--- config.mk ---
export PLATFORM = sky130hd
export DESIGN_NAME = mem_arbiter_flat
export DESIGN_NICKNAME = d
export VERILOG_FILES = /design/src/rtl/mem_arbiter_if.sv /design/src/rtl/mem_arbiter.sv /design/src/flat_wrapper.sv
export SDC_FILE = /design/constraint.sdc
export NUM_CORES = 1
export LEC_CHECK = 0
export CELL_PAD_IN_SITES_DETAIL_PLACEMENT = 0
export CELL_PAD_IN_SITES_GLOBAL_PLACEMENT = 2
export CORE_UTILIZATION = 10
export DETAILED_ROUTE_END_ITERATION = 12
export GPL_TIMING_DRIVEN = 0
export PLACE_DENSITY = 0.95
export REMOVE_ABC_BUFFERS = 1
export SYNTH_ARGS = -nofsm -noshare
export SYNTH_HDL_FRONTEND = slang
export SYNTH_SLANG_ARGS = --single-unit
--- constraint.sdc ---
create_clock -name clk -period 2 [get_ports clk]
set_clock_uncertainty 0.1 [all_clocks]
set_input_delay 0.3 -clock clk [delete_from_list [all_inputs] [get_ports clk]]
set_output_delay 0.3 -clock clk [all_outputs]
set_load 0.02 [all_outputs]
--- src/rtl/mem_arbiter_if.sv ---
`default_nettype none
// ============================================================================
// Module      : mem_arbiter_if
// Description : Bundles the CPU MEM-stage, DMA port and memory-controller
//               signals of the data-memory arbiter. The master modport is
//               the arbiter's view; the slave modport is the surrounding
//               system (CPU, DMA engine and memory controller).
// Revision    : 1.0 - initial release
// ============================================================================
interface mem_arbiter_if #(
  parameter int ADDR_W = 32,
  parameter int DATA_W = 32
);
  // CPU MEM stage
  logic              cpu_rd;
  logic              cpu_wr;
  logic [ADDR_W-1:0] cpu_addr;
  logic [DATA_W-1:0] cpu_wdata;
  logic [DATA_W-1:0] cpu_rdata;
  logic              cpu_stall;
  // DMA / peripheral port
  logic              dma_req;
  logic              dma_we;
  logic [ADDR_W-1:0] dma_addr;
  logic [DATA_W-1:0] dma_wdata;
  logic              dma_gnt;
  logic              dma_rvalid;
  logic [DATA_W-1:0] dma_rdata;
  // Memory controller
  logic              mem_en;
  logic              mem_we;
  logic [ADDR_W-1:0] mem_addr;
  logic [DATA_W-1:0] mem_wdata;
  logic [DATA_W-1:0] mem_rdata;

  modport master (
    input  cpu_rd, cpu_wr, cpu_addr, cpu_wdata,
    output cpu_rdata, cpu_stall,
    input  dma_req, dma_we, dma_addr, dma_wdata,
    output dma_gnt, dma_rvalid, dma_rdata,
    output mem_en, mem_we, mem_addr, mem_wdata,
    input  mem_rdata
  );

  modport slave (
    output cpu_rd, cpu_wr, cpu_addr, cpu_wdata,
    input  cpu_rdata, cpu_stall,
    output dma_req, dma_we, dma_addr, dma_wdata,
    input  dma_gnt, dma_rvalid, dma_rdata,
    input  mem_en, mem_we, mem_addr, mem_wdata,
    output mem_rdata
  );
endinterface
`default_nettype wire

--- src/rtl/mem_arbiter.sv ---
`default_nettype none
// ============================================================================
// Module      : mem_arbiter
// Description : Shares a single-port data memory between the CPU MEM stage
//               and a DMA port. One access issues per cycle from IDLE, at
//               most one read is outstanding, and the CPU is stalled while
//               it waits for read data or for the DMA to release memory.
//               Optional macro MEM_ARB_RR_EN selects round-robin arbitration;
//               without it the CPU has fixed priority.
// Revision    : 1.0 - initial release
// ============================================================================
module mem_arbiter #(
  parameter int ADDR_W = 32,
  parameter int DATA_W = 32,
  parameter int RD_LAT = 1
) (
  input  wire logic      clk,
  input  wire logic      rst_n,
  mem_arbiter_if.master  bus
);

  localparam int              LAT_W     = $clog2(RD_LAT + 1);
  localparam logic [LAT_W-1:0] C_RD_LAT  = LAT_W'(RD_LAT);
  localparam logic [LAT_W-1:0] C_LAT_ONE = LAT_W'(1);

  typedef enum logic [1:0] {
    S_IDLE   = 2'd0,
    S_CPU_RD = 2'd1,
    S_DMA_RD = 2'd2
  } state_t;

  state_t           state_q, state_d;
  logic [LAT_W-1:0] lat_cnt_q, lat_cnt_d;

  logic              cpu_req;
  logic              cpu_is_rd;
  logic              cpu_win;
  logic              dma_win;
  logic              cpu_done;

  logic [DATA_W-1:0] cpu_rdata;
  logic              cpu_stall;
  logic              dma_gnt;
  logic              dma_rvalid;
  logic [DATA_W-1:0] dma_rdata;
  logic              mem_en;
  logic              mem_we;
  logic [ADDR_W-1:0] mem_addr;
  logic [DATA_W-1:0] mem_wdata;

`ifdef MEM_ARB_RR_EN
  logic last_dma_q, last_dma_d;
`endif

  // Arbitration between the two requesters (only acted on in IDLE);
  // a simultaneous read+write from the CPU counts as a write.
  always_comb begin
    cpu_req   = bus.cpu_rd | bus.cpu_wr;
    cpu_is_rd = bus.cpu_rd & ~bus.cpu_wr;
`ifdef MEM_ARB_RR_EN
    // On a tie the side that did not win last time gets the memory.
    cpu_win   = cpu_req & (~bus.dma_req | last_dma_q);
`else
    cpu_win   = cpu_req;
`endif
    dma_win   = bus.dma_req & ~cpu_win;
  end

  // Next state, latency counter and all memory/requester outputs.
  always_comb begin
    state_d    = state_q;
    lat_cnt_d  = lat_cnt_q;
`ifdef MEM_ARB_RR_EN
    last_dma_d = last_dma_q;
`endif
    cpu_done   = 1'b0;
    cpu_rdata  = '0;
    dma_gnt    = 1'b0;
    dma_rvalid = 1'b0;
    dma_rdata  = '0;
    mem_en     = 1'b0;
    mem_we     = 1'b0;
    mem_addr   = '0;
    mem_wdata  = '0;

    case (state_q)
      S_IDLE: begin
        if (cpu_win) begin
          mem_en   = 1'b1;
          mem_we   = ~cpu_is_rd;
          mem_addr = bus.cpu_addr;
`ifdef MEM_ARB_RR_EN
          last_dma_d = 1'b0;
`endif
          if (cpu_is_rd) begin
            lat_cnt_d = C_RD_LAT;
            state_d   = S_CPU_RD;
          end else begin
            mem_wdata = bus.cpu_wdata;
            cpu_done  = 1'b1;
          end
        end else if (dma_win) begin
          mem_en   = 1'b1;
          mem_we   = bus.dma_we;
          mem_addr = bus.dma_addr;
          dma_gnt  = 1'b1;
`ifdef MEM_ARB_RR_EN
          last_dma_d = 1'b1;
`endif
          if (bus.dma_we) begin
            mem_wdata = bus.dma_wdata;
          end else begin
            lat_cnt_d = C_RD_LAT;
            state_d   = S_DMA_RD;
          end
        end
      end

      S_CPU_RD: begin
        lat_cnt_d = lat_cnt_q - C_LAT_ONE;
        if (lat_cnt_q == C_LAT_ONE) begin
          cpu_rdata = bus.mem_rdata;
          cpu_done  = 1'b1;
          state_d   = S_IDLE;
        end
      end

      S_DMA_RD: begin
        lat_cnt_d = lat_cnt_q - C_LAT_ONE;
        if (lat_cnt_q == C_LAT_ONE) begin
          dma_rdata  = bus.mem_rdata;
          dma_rvalid = 1'b1;
          state_d    = S_IDLE;
        end
      end

      default: begin
        state_d   = S_IDLE;
        lat_cnt_d = '0;
      end
    endcase

    cpu_stall = cpu_req & ~cpu_done;
  end

  // Outputs are forced low while reset is asserted, independent of inputs.
  always_comb begin
    bus.cpu_rdata  = rst_n ? cpu_rdata  : '0;
    bus.cpu_stall  = rst_n ? cpu_stall  : 1'b0;
    bus.dma_gnt    = rst_n ? dma_gnt    : 1'b0;
    bus.dma_rvalid = rst_n ? dma_rvalid : 1'b0;
    bus.dma_rdata  = rst_n ? dma_rdata  : '0;
    bus.mem_en     = rst_n ? mem_en     : 1'b0;
    bus.mem_we     = rst_n ? mem_we     : 1'b0;
    bus.mem_addr   = rst_n ? mem_addr   : '0;
    bus.mem_wdata  = rst_n ? mem_wdata  : '0;
  end

  // FSM state and read-latency counter; reset drops any outstanding read.
  always_ff @(posedge clk or negedge rst_n) begin
    if (!rst_n) begin
      state_q   <= S_IDLE;
      lat_cnt_q <= '0;
    end else begin
      state_q   <= state_d;
      lat_cnt_q <= lat_cnt_d;
    end
  end

`ifdef MEM_ARB_RR_EN
  // Remembers whether the DMA won the most recent arbitration.
  always_ff @(posedge clk or negedge rst_n) begin
    if (!rst_n) begin
      last_dma_q <= 1'b0;
    end else begin
      last_dma_q <= last_dma_d;
    end
  end
`endif

endmodule
`default_nettype wire

--- src/flat_wrapper.sv ---
// flat-port wrapper written by rule: the top's interface ports become plain ports
module mem_arbiter_flat 
#(
  parameter int ADDR_W = 32,
  parameter int DATA_W = 32,
  parameter int RD_LAT = 1
)
  (clk, rst_n, bus_cpu_rd, bus_cpu_wr, bus_cpu_addr, bus_cpu_wdata, bus_cpu_rdata, bus_cpu_stall, bus_dma_req, bus_dma_we, bus_dma_addr, bus_dma_wdata, bus_dma_gnt, bus_dma_rvalid, bus_dma_rdata, bus_mem_en, bus_mem_we, bus_mem_addr, bus_mem_wdata, bus_mem_rdata);
  mem_arbiter_if #(.ADDR_W(ADDR_W), .DATA_W(DATA_W)) bus_i ();
  input  wire logic clk;
  input  wire logic rst_n;
  input wire logic [$bits(bus_i.cpu_rd)-1:0] bus_cpu_rd;
  input wire logic [$bits(bus_i.cpu_wr)-1:0] bus_cpu_wr;
  input wire logic [$bits(bus_i.cpu_addr)-1:0] bus_cpu_addr;
  input wire logic [$bits(bus_i.cpu_wdata)-1:0] bus_cpu_wdata;
  output wire logic [$bits(bus_i.cpu_rdata)-1:0] bus_cpu_rdata;
  output wire logic [$bits(bus_i.cpu_stall)-1:0] bus_cpu_stall;
  input wire logic [$bits(bus_i.dma_req)-1:0] bus_dma_req;
  input wire logic [$bits(bus_i.dma_we)-1:0] bus_dma_we;
  input wire logic [$bits(bus_i.dma_addr)-1:0] bus_dma_addr;
  input wire logic [$bits(bus_i.dma_wdata)-1:0] bus_dma_wdata;
  output wire logic [$bits(bus_i.dma_gnt)-1:0] bus_dma_gnt;
  output wire logic [$bits(bus_i.dma_rvalid)-1:0] bus_dma_rvalid;
  output wire logic [$bits(bus_i.dma_rdata)-1:0] bus_dma_rdata;
  output wire logic [$bits(bus_i.mem_en)-1:0] bus_mem_en;
  output wire logic [$bits(bus_i.mem_we)-1:0] bus_mem_we;
  output wire logic [$bits(bus_i.mem_addr)-1:0] bus_mem_addr;
  output wire logic [$bits(bus_i.mem_wdata)-1:0] bus_mem_wdata;
  input wire logic [$bits(bus_i.mem_rdata)-1:0] bus_mem_rdata;
  assign bus_i.cpu_rd = bus_cpu_rd;
  assign bus_i.cpu_wr = bus_cpu_wr;
  assign bus_i.cpu_addr = bus_cpu_addr;
  assign bus_i.cpu_wdata = bus_cpu_wdata;
  assign bus_cpu_rdata = bus_i.cpu_rdata;
  assign bus_cpu_stall = bus_i.cpu_stall;
  assign bus_i.dma_req = bus_dma_req;
  assign bus_i.dma_we = bus_dma_we;
  assign bus_i.dma_addr = bus_dma_addr;
  assign bus_i.dma_wdata = bus_dma_wdata;
  assign bus_dma_gnt = bus_i.dma_gnt;
  assign bus_dma_rvalid = bus_i.dma_rvalid;
  assign bus_dma_rdata = bus_i.dma_rdata;
  assign bus_mem_en = bus_i.mem_en;
  assign bus_mem_we = bus_i.mem_we;
  assign bus_mem_addr = bus_i.mem_addr;
  assign bus_mem_wdata = bus_i.mem_wdata;
  assign bus_i.mem_rdata = bus_mem_rdata;
  mem_arbiter #(.ADDR_W(ADDR_W), .DATA_W(DATA_W), .RD_LAT(RD_LAT)) u_core (.clk(clk), .rst_n(rst_n), .bus(bus_i));
endmodule
==> results.py <==
metrics = {
    "min_path": {
        "min_from": "bus_cpu_wr",
        "hold_depth": 3,
        "hp-class": "input pin to register",
        "worst_hold_path.endpoint": "u_core.state_q[1]",
    },
    "routing": {
        "drt-total-wl_mm": 12.44,
        "drc_errors": 0,
        "firstDrtPassIters": 5,
        "routedWlPerCell_um": 16.70,
        "num_vias": 3262,
        "final_antenna_net_count": 0,
        "via_per_inst": 4.379,
        "drt_iter0_markers": 156,
    },
    "floorplan": {
        "die_x_um": 126.4,
        "io_pins": 299,
        "start_util_pct": 10.22,
        "dieHeight_um": 126.4,
        "rows": 45,
        "core-area_um2": 15150,
        "dieArea_um2": 15980,
    },
    "critical_path": {
        "critPathArrivalTime_ps": 1780,
        "ff2ff_path_depth": 6,
        "crit_chain": "inv_4, ha_4, inv_4, nor4_4, buf_6, buf_8, a22o_1, buf_6",
        "critPathKind": "register to primary output",
        "r2r_start": "u_core.state_q[0]",
        "r2r_end": "u_core.state_q[0]",
        "max_stage_delay_ps": 410,
        "crit_path_top_delay_cell": "dfrtp_2",
        "cp.depth": 8,
        "end_kind": "primary output",
        "cp_top_family": "buffers and inverters",
        "start_kind": "register",
        "cp.required_ps": 1600,
        "critPathMaxFanout": 6,
        "reg2reg_slack_ps": 430,
        "crit_buf_inv": 5,
    },
    "job": {
        "maxCapViolCount": 0,
    },
    "synthesis": {
        "yosys.area.top_type": "and2_1",
        "netlist_instances": 225,
        "ys_seq_elements": 3,
        "synth.top_cells.by_count": "and2_1 (64), nor2_1 (36), a22oi_1 (32)",
        "synthArstFlopShare_pct": 100.0,
        "synth.most_common_cell": "and2_1",
        "ys_types": 28,
        "ys_seq_area_share_pct": 4.850,
        "synth_edf_count": 0,
        "synthFlopType": "dfrtp_1",
        "syn_area_um2": 1548,
        "synth_warnings": 0,
        "yosys-top-cells-area": "and2_1 (26%), a22oi_1 (16%), a22o_1 (12%)",
        "synth_area_per_cell_um2": 6.879,
        "synth.top_cell.area_share_pct": 25.87,
    },
    "finish": {
        "num_antenna_cells": 0,
        "nets": 728,
        "areaGrowthSynthToFinish_pct": 238.0,
        "drive_above_1_share_pct": 42.01,
        "fillerInstances": 1580,
    },
    "clock_network": {
        "path_clk_slew_ps": 30,
        "cts_buffers": 3,
        "root_buffer": "clkbuf_16",
        "clk_latency_ps": 230,
        "cts_tree": "yes",
        "clockBufferDepth": 2,
        "clkSinkCount": 3,
        "cts_max_level": 1,
    },
    "run_status": {
        "status": "finished with violations",
        "violations": "negative setup slack",
    },
    "power": {
        "peakVddDrop_v": 0.0002652,
        "power_density_nw_per_um2": 653.5,
        "power_mw": 3.419,
        "p_leak_nw": 2.402,
    },
    "global_route": {
        "grt_pass1_vias": 3025,
        "grt_usage_pct": 13.59,
        "grt-ovfl-total": 0,
        "antenna_found_initial": 0,
        "grt_pass1_wl_mm": 16.57,
        "grt_max_degree": 44,
    },
    "sta": {
        "worst_pin_slew_ps": 325.5,
        "max_freq_mhz": 457.7,
        "maxSlewViolCount": 0,
        "fin_setup_tns_ps": -4787,
        "finalWorstSetupSlack_ps": -184.7,
        "final_hold_viol_count": 0,
        "slew_headroom_pct": 78.02,
        "finalSetupViolCount": 36,
        "min_period_over_period_pct": 109.2,
        "rsz0062_at_grt": "true",
        "finalCriticalPeriod_ps": 2185,
    },
    "place": {
        "gp_congestion": 0.7206,
        "place_hpwl_mm": 8.194,
        "numPortBuffers": 298,
    },
}
## flip-flops by register name, summed over array words and instances, names as in the netlist
signal,flops
u_core.lat_cnt_q,1
u_core.state_q,2
## repair_timing
| item | CTS | global route |
|---|---|---|
| endpoints found under the setup margin | 133 | 110 |
| hold buffers | 1 | 0 |
| hold endpoints to repair | 3 | 0 |
| resized for setup | 667 | 82 |
| pin swaps | 22 | 14 |
| setup buffers | 30 | 6 |
| cloned | 11 | 5 |
## placed cells by master (no fill, tap or decap), drive strengths merged
cell type        n
o211ai           1
buf            175
or4              1
clkdlybuf4s15    1
dlygate4sd3      1
clkdlybuf4s50  160
nor2            36
inv              6
a21oi            4
and3            10
o21ai            2
nor4             1
a22oi           32
a211o            1
nor4bb           1
o311a            1
dfrtp            3
o41a             1
and2            64
clkbuf          10
nor2b            2
nand2            4
nand2b           2
a22o            32
bufbuf           1
o311ai           1
ha               4
## final cells by class
cell class                      instances  area, um2  share of cell area [%]
Timing Repair Buffer                  344       3279                   62.69
Multi-Input combinational cell        200       1533                   29.30
Tap cell                              188      235.2                   4.497
Clock buffer                            4      78.83                   1.507
Sequential cell                         3      77.57                   1.483
Inverter                                6      27.53                  0.5262
## cells by family after synthesis
group | share of synthesized area, %
buf+inv | 11.64
flops | 4.850
simple gates | 40.82
compound gates | 39.45
fa+ha+maj | 3.234
## report_power, final
group	leakage [nW]	switching, mW	internal (mW)
registers	0.0353	0.0599	0.0954
logic	2.33	1.41	1.53
clock network	0.0382	0.0624	0.264
## worst max-delay path by stage
| stage | from | end | slack (ps) |
|---|---|---|---|
| after CTS | u_core.state_q[0] | bus_mem_addr[9] | -160 |
| after detailed placement | rst_n | bus_mem_addr[15] | -1470 |
| after floorplan | bus_cpu_wr | bus_mem_wdata[0] | -1700 |
| after global routing | u_core.state_q[0] | bus_mem_addr[25] | -220 |
| after global placement | bus_cpu_wr | bus_mem_wdata[8] | -5210 |
| final | u_core.state_q[0] | bus_mem_addr[14] | -180 |
## worst register-to-register path: stages (launching register included)
cell	delay, ps
dfrtp_2	410
inv_4	70
ha_4	160
inv_4	40
buf_4	130
or4_1	460
o211ai_1	100
## stage by stage
step / hold WS, ps / cells / util, % / worst slack, ps / instance area, um2
2_1_floorplan: -95.59 / 201 / - / -1705 / 1390
3_3_place_gp: 461.1 / 687 / 30.43 / -5205 / 4608
3_5_place_dp: 468.0 / 690 / 30.76 / -1474 / 4658
4_1_cts: 474.0 / 736 / 33.39 / -156.9 / 5057
5_1_grt: 408.1 / 745 / 34.54 / -217.3 / 5231
6_report: 376.7 / 745 / 34.54 / -184.7 / 5231
## per-layer routing
layer / vias up / global-route usage (%) / wire length, um
met2: 259 / 25.67 / 6362
met1: 1493 / 14.87 / 4660
met5: - / 0 / 0
li1: 1492 / - / -
met3: 18 / 3.121 / 1212
met4: 0 / 4.394 / 207
Power figures use the tool's default switching activity.
